**src/rtl/cmac_column_drain.sv**
```systemverilog
// ============================================================================
//  Module      : cmac_column_drain
//  Description : Terminates a CMAC column. Folds the last PE's deferred
//                error product into its partial sum, buffers finished column
//                results in a first-word-fall-through FIFO with a
//                valid/ready output, and keeps saturating statistics on
//                compensated and dropped words.
//  Revision    : 1.0 - initial release
// ============================================================================
`default_nettype none

module cmac_column_drain #(
    parameter int PSUM_W = 24,
    parameter int EP_W   = 16,
    parameter int DEPTH  = 8,
    parameter int CNT_W  = 16
) (
    input  logic                       clk,
    input  logic                       rst,
    input  logic                       in_valid,
    input  logic [PSUM_W-1:0]          partial_sum_in,
    input  logic [EP_W-1:0]            error_product_in,
    input  logic                       error_sig_in,
    output logic                       out_valid,
    input  logic                       out_ready,
    output logic [PSUM_W-1:0]          result_out,
    output logic                       corrected_out,
    output logic [$clog2(DEPTH):0]     fifo_count,
    output logic [CNT_W-1:0]           err_count,
    output logic [CNT_W-1:0]           drop_count,
    output logic                       overflow,
    input  logic                       clr_stats
);

    localparam int AW = $clog2(DEPTH);
    localparam int CW = AW + 1;
    localparam logic [CW-1:0]    C_DEPTH    = CW'(DEPTH);
    localparam logic [CW-1:0]    C_CNT_ONE  = CW'(1);
    localparam logic [AW-1:0]    C_PTR_ONE  = AW'(1);
    localparam logic [CNT_W-1:0] C_STAT_ONE = CNT_W'(1);
    localparam logic [CNT_W-1:0] C_STAT_MAX = {CNT_W{1'b1}};

    // Stage 1 capture registers
    logic                r_s1_valid;
    logic [PSUM_W-1:0]   r_s1_psum;
    logic [EP_W-1:0]     r_s1_ep;
    logic                r_s1_err;

    // FIFO storage and bookkeeping
    logic [PSUM_W-1:0]   r_mem_data [DEPTH];
    logic                r_mem_corr [DEPTH];
    logic [AW-1:0]       r_wptr;
    logic [AW-1:0]       r_rptr;
    logic [CW-1:0]       r_count;

    logic [CNT_W-1:0]    r_err_count;
    logic [CNT_W-1:0]    r_drop_count;
    logic                r_overflow;

    logic [PSUM_W-1:0]   w_sum;
    logic                w_corr;
    logic                w_pop;
    logic                w_push_ok;
    logic                w_drop;

    // Stage 2: fold the deferred product in (wrapping add) and flag compensation
    always_comb begin
        w_sum     = r_s1_psum + PSUM_W'(r_s1_ep);
        w_corr    = r_s1_err | (r_s1_ep != '0);
        w_pop     = out_valid & out_ready;
        // A full FIFO still takes the word when the head leaves this cycle
        w_push_ok = r_s1_valid & ((r_count < C_DEPTH) | w_pop);
        w_drop    = r_s1_valid & ~w_push_ok;
    end

    // Stage 1: capture the column word; data holds when nothing arrives
    always_ff @(posedge clk or posedge rst) begin
        if (rst) begin
            r_s1_valid <= 1'b0;
            r_s1_psum  <= '0;
            r_s1_ep    <= '0;
            r_s1_err   <= 1'b0;
        end else begin
            r_s1_valid <= in_valid;
            if (in_valid) begin
                r_s1_psum <= partial_sum_in;
                r_s1_ep   <= error_product_in;
                r_s1_err  <= error_sig_in;
            end
        end
    end

    // FIFO storage write; contents need no reset since pointers gate visibility
    always_ff @(posedge clk) begin
        if (w_push_ok) begin
            r_mem_data[r_wptr] <= w_sum;
            r_mem_corr[r_wptr] <= w_corr;
        end
    end

    // FIFO pointers and occupancy; simultaneous push and pop leave count unchanged
    always_ff @(posedge clk or posedge rst) begin
        if (rst) begin
            r_wptr  <= '0;
            r_rptr  <= '0;
            r_count <= '0;
        end else begin
            if (w_push_ok) begin
                r_wptr <= r_wptr + C_PTR_ONE;
            end
            if (w_pop) begin
                r_rptr <= r_rptr + C_PTR_ONE;
            end
            if (w_push_ok && !w_pop) begin
                r_count <= r_count + C_CNT_ONE;
            end else if (w_pop && !w_push_ok) begin
                r_count <= r_count - C_CNT_ONE;
            end
        end
    end

    // Saturating statistics; a clear takes priority over any same-cycle event
    always_ff @(posedge clk or posedge rst) begin
        if (rst) begin
            r_err_count  <= '0;
            r_drop_count <= '0;
            r_overflow   <= 1'b0;
        end else if (clr_stats) begin
            r_err_count  <= '0;
            r_drop_count <= '0;
            r_overflow   <= 1'b0;
        end else begin
            if (r_s1_valid && w_corr && (r_err_count != C_STAT_MAX)) begin
                r_err_count <= r_err_count + C_STAT_ONE;
            end
            if (w_drop) begin
                r_overflow <= 1'b1;
                if (r_drop_count != C_STAT_MAX) begin
                    r_drop_count <= r_drop_count + C_STAT_ONE;
                end
            end
        end
    end

    // Head presentation; zeroed while empty so reset shows clean outputs
    always_comb begin
        out_valid     = (r_count != '0);
        result_out    = out_valid ? r_mem_data[r_rptr] : '0;
        corrected_out = out_valid ? r_mem_corr[r_rptr] : 1'b0;
        fifo_count    = r_count;
        err_count     = r_err_count;
        drop_count    = r_drop_count;
        overflow      = r_overflow;
    end

endmodule

`default_nettype wire

```
**config.mk**
```make
export PLATFORM = sky130hd
export DESIGN_NAME = cmac_column_drain
export DESIGN_NICKNAME = d
export VERILOG_FILES = /design/src/rtl/cmac_column_drain.sv
export SDC_FILE = /design/constraint.sdc
export NUM_CORES = 1
export LEC_CHECK = 0
export CORE_MARGIN = 2
export CORE_UTILIZATION = 62
export DETAILED_ROUTE_END_ITERATION = 10
export GPL_ROUTABILITY_DRIVEN = 0
export GPL_TIMING_DRIVEN = 0
export PLACE_DENSITY_LB_ADDON = 0.15
export SKIP_CTS_REPAIR_TIMING = 1
export SYNTH_ARGS = -nofsm -noshare
export SYNTH_HDL_FRONTEND = slang
export SYNTH_SLANG_ARGS = --single-unit
```
**constraint.sdc**
```tcl
create_clock -name clk -period 4.5 [get_ports clk]
set_input_delay 0.675 -clock clk [delete_from_list [all_inputs] [get_ports clk]]
set_output_delay 0.675 -clock clk [all_outputs]
set_load 0.01 [all_outputs]
```
Yosys cells after proc, flatten, opt, wreduce, memory -nomap -nowiden
Memories as Yosys holds them, arrays and structs flattened.
Cells that the tools add are included.

word-level totals
  bits in registers = 85
  memory bits (writable) = 200
  input port bits = 46
  output and inout port bits = 63
  logic and storage cells = 54
  memories = 2

cells by class
  $add $sub $neg = 7
  magnitude comparators = 1
  eq/ne operators = 2
  muxes and demuxes = 13
  bitwise gates (word level) = 6
  reduce and logical (&&, ||, !) cells = 13

memory list
  memory      depth  bits a word  read ports  clocked after Yosys merged registers in  write ports  line  RTL
  r_mem_data  8      24           1           0                                        1            50    logic [PSUM_W-1:0] r_mem_data [DEPTH];
  r_mem_corr  8      1            1           0                                        1            51    logic r_mem_corr [DEPTH];

operators by type and width
  kind                                                                number
  16-bit 2-to-1 mux                                                   5
  16-bit by 1-bit adder with 16-bit output, second input constant     2
  16-bit != test, second input constant                               2
  24-bit by 16-bit adder with 24-bit output                           1
  24-bit 2-to-1 mux                                                   1
  16-bit nonzero test                                                 1
  4-bit 2-to-1 mux                                                    2
  2-bit nonzero test                                                  4
  3-bit by 1-bit adder with 3-bit output, second input constant       2
  1-bit 2-to-1 mux                                                    5
  4-bit by 1-bit adder with 4-bit output, second input constant       1
  1-bit logical AND                                                   4
  4-bit less-than comparator, second input constant                   1
  4-bit nonzero test                                                  1
  4-bit by 1-bit subtractor with 4-bit output, second input constant  1
  1-bit bitwise AND                                                   3
  1-bit zero test                                                     2
  1-bit bitwise OR                                                    2
  2-bit AND reduction                                                 1
  1-bit inverter                                                      1

Logic depth before layout (Yosys ltp)
  depth after elaboration = 8
  depth in mapped cells = 11
  depth with buffers taken out = 11

Worst setup path after synthesis
Ideal clock, no wire load.

  path type = input port to flip-flop
  start point = input out_ready
  end point = memory r_mem_corr[0], enable pin
  setup time = 0.438 ns
  arrival = 2.870 ns
  required time = 4.062 ns
  path slack = 1.192 ns
  cell stages on the path = 5
  path buffers = 0
  path through = nand2b_1 -> nand2_1 -> inv_1 -> nand2b_1 -> nor3_1

on the way
  word-level cells in the longest chain between the ends = 5

RTL lines
  item                                    line  RTL
  start: declaration                      25    input logic out_ready,
  1-bit bitwise AND                       70    w_pop = out_valid & out_ready;
  1-bit bitwise OR                        72    w_push_ok = r_s1_valid & ((r_count < C_DEPTH) | w_pop);
  1-bit bitwise AND                       72
  net w_push_ok                           63    logic w_push_ok;
  1-bit 2-to-1 mux                        95    if (w_push_ok) begin
  1-bit 2-to-1 mux (not written as such)  97    r_mem_corr[r_wptr] <= w_corr;
  end: declaration                        51

The timed path passes the listed nets, and every way through them passes these cells.

Worst setup path in the final report
  start point = register r_rptr[1]
  end point = output result_out[0]

on the way
  word-level cells in the longest chain between the ends = 2

RTL lines
  item                      line  RTL
  start: declaration        53    logic [AW-1:0] r_rptr;
  start signal: assignment  112   r_rptr <= r_rptr + C_PTR_ONE;
  memory read 8 x 24 bit    --
  24-bit 2-to-1 mux         148   result_out = out_valid ? r_mem_data[r_rptr] : '0;
  end: declaration          26    output logic [PSUM_W-1:0] result_out,

No other way between the ends.

==> qor.csv <==
metric;value;unit
Top FF cell, synth;edfxtp_1;
PortBufs;107;
Post-Syn Area per Cell;16.0;sq um
sw frac;30.1;%
gr busiest metal;met2;
Post-Route Utilization;76.0;%
First-pass DRT Iterations;5;
P_sw;2.57;mW
Arr. time, crit path;3.11;ns
Skew-Pair Late Insertion Delay;0.54;ns
synth warn;0;
Peak supply drop;309;uV
Tot GR Track Use;26.0;%
WHS;0.499;ns
layout cell share with drive strength beyond 1;18.4;%
Seq cells post-synth;285;
CP Launch Type;flip-flop;
clock share of power;26.9;%
Root Driver;clkbuf_16;
met1 global-route usage;35.1;%
die width;145;um
DPL Wire Length;17300;um
commonest non-fill, non-tap cell in the layout;edfxtp_1;
final setup margin;0.712;ns
row cnt;51;
ANT cells;0;
synthesized netlist cell count;768;
pre-CTS worst setup slack;1.16;ns
Clock Path Buffers;3;
Synth Cell Area;12300;sq um
Chip Height;145;um
Max Cap Viol;0;
WL/cell;22.2;um
CTS buffer count;28;
Routed WL;26700;um
crit path time final;3.79;ns
final period utilization;84.2;%
core area;19500;sq um
Max Clock Skew;0.0111;ns
vias in the first global route;7583;
Via Count;7218;
Final Hold Viols;0;
grt ovf;0;
DRT iter0 DRCs;504;
async set-or-reset flop fraction in the synthesized netlist;29.8;%
area post-placement;13900;sq um
Initial Util;63.3;%
register area share after synthesis;66.0;%
status;complete, no violations;
most frequent cells in the layout;200 x edfxtp_1, 107 x clkdlybuf4s50_1, 85 x dfrtp_1;
io pins;109;
die area;21000;sq um
global-route wire length before repair;42200;um
largest net degree at the start of global routing;55;
FMAX;264;MHz
top cells by area, synth;edfxtp_1 49%, dfrtp_1 17%, mux4_2 9.1%;
Synth area leader;edfxtp_1;
initial antenna violation count;0;
Final Max Slew Viols;0;
met2 Resource Use GR;45.0;%
crit end category;output port;
CTS tree;done;
unrepaired setup endpoints after global routing;false;
Area Growth Syn to Fin;20.0;%
H-tree Lvls;1;
Crit Path Class;reg2out;
setup_tns;0;ns
Yosys top cell area share;48.7;%
Int Pwr;5.97;mW
DR vias/cell;6.02;
grt met3 use;4.25;%
crit-path max FO;10;
relative slew slack;31.1;%
Post-synth EDFFs;200;
Critical Path RT;3.83;ns
clock slew at reported path FFs;0.06;ns
syn nets;839;
fin area;14800;sq um
drc violations;0;
Sink Count;285;
Final nets;983;
Antenna Violating Nets Remaining;0;
Worst-Margin Slew;1.02;ns
Flop pwr share;40.8;%
Final Setup Violations;0;
Comb pwr share;32.2;%
Hold Path Class;in2async;
pwr/cell area;578;nW/um^2
Yosys cell types;56;
leak pwr;5.29;nW
## worst paths after layout
| path | from | to | slack [ns] | cells past startpoint |
|---|---|---|---|---|
| worst min-delay path | rst | r_s1_ep[15] | 0.50 | 2 |
| worst min register to register | overflow | overflow | 0.51 | 2 |
| worst max-delay path | r_rptr[1] | result_out[0] | 0.71 | 6 |
| min in group clk | overflow | overflow | 0.51 | 2 |
| worst max register to register | fifo_count[0] | fifo_count[3] | 1.28 | 11 |
| max in group asynchronous | rst | r_rptr[1] | 3.40 | 3 |
## power by group through the flow
| stage | sequential [mW] | clock, mW | combinational [mW] |
|---|---|---|---|
| 6_report | 3.49 | 2.30 | 2.75 |
| 5_1_grt | 3.51 | 2.43 | 2.95 |
| 4_1_cts | 3.49 | 2.32 | 2.78 |
| 3_5_place_dp | 3.53 | 0 | 2.75 |
| 3_3_place_gp | 3.51 | 0 | 2.58 |
| 2_1_floorplan | 3.49 | 0 | 1.67 |
## registers in the layout, indices dropped and copies added (netlist names)
register / count
fifo_count: 4
r_s1_ep: 16
overflow: 1
r_mem_corr: 8
r_wptr: 3
r_s1_valid: 1
r_mem_data: 192
err_count: 16
r_rptr: 3
r_s1_err: 1
drop_count: 16
r_s1_psum: 24
## cell families after synthesis
family | count (synthesis) | share of synthesized area (%)
and+or+nand+nor | 175 | 7.33
muxes | 120 | 15.3
xor gates and xnor gates | 50 | 3.55
adders and majority gates | 25 | 2.66
AOI/OAI and AO/OA | 71 | 3.79
buffers and inverters | 42 | 1.40
DFF | 285 | 66.0
## final cells by class
type,instances,area [sq um]
clock inverter,20,174
fill,1112,4670
buffer,31,131
sequential,285,8130
timing repair buffer,114,1170
inverter,11,43.8
tap,265,332
clock buffer,32,737
multi-input combinational,441,4070
## worst max-delay path, stage by stage, from the launching register on
cell	delay, ns
dfrtp_1	0.36
clkbuf_1	0.33
clkbuf_1	0.62
mux4_2	0.40
mux2i_1	0.26
nor2_1	0.08
clkdlybuf4s50_1	0.52
## Yosys cell counts (all sizes together), types with 8 or more instances
| cell type | number |
|---|---|
| a21oi | 21 |
| buf | 9 |
| clkbuf | 22 |
| dfrtp | 85 |
| edfxtp | 200 |
| ha | 23 |
| inv | 11 |
| mux2 | 43 |
| mux2i | 27 |
| mux4 | 50 |
| nand2 | 27 |
| nand3 | 15 |
| nand4 | 9 |
| nor2 | 68 |
| nor3 | 12 |
| o211ai | 8 |
| o21ai | 14 |
| xnor2 | 32 |
| xor2 | 18 |
## per-layer routing
| layer | up-vias | share of wire, % |
|---|---|---|
| met3 | 38 | 8.0 |
| met4 | 0 | 1.7 |
| met2 | 295 | 51 |
| li1 | 3241 | - |
| met5 | - | 0 |
| met1 | 3644 | 40 |
## per-stage QoR
stage / instances / total power [mW]
CTS: 1199 / 8.59
global placement: 1140 / 6.09
finish: 1199 / 8.54
global route: 1199 / 8.89
detailed placement: 1147 / 6.28
floorplan: 768 / 5.16
Power figures use the tool's default switching activity.
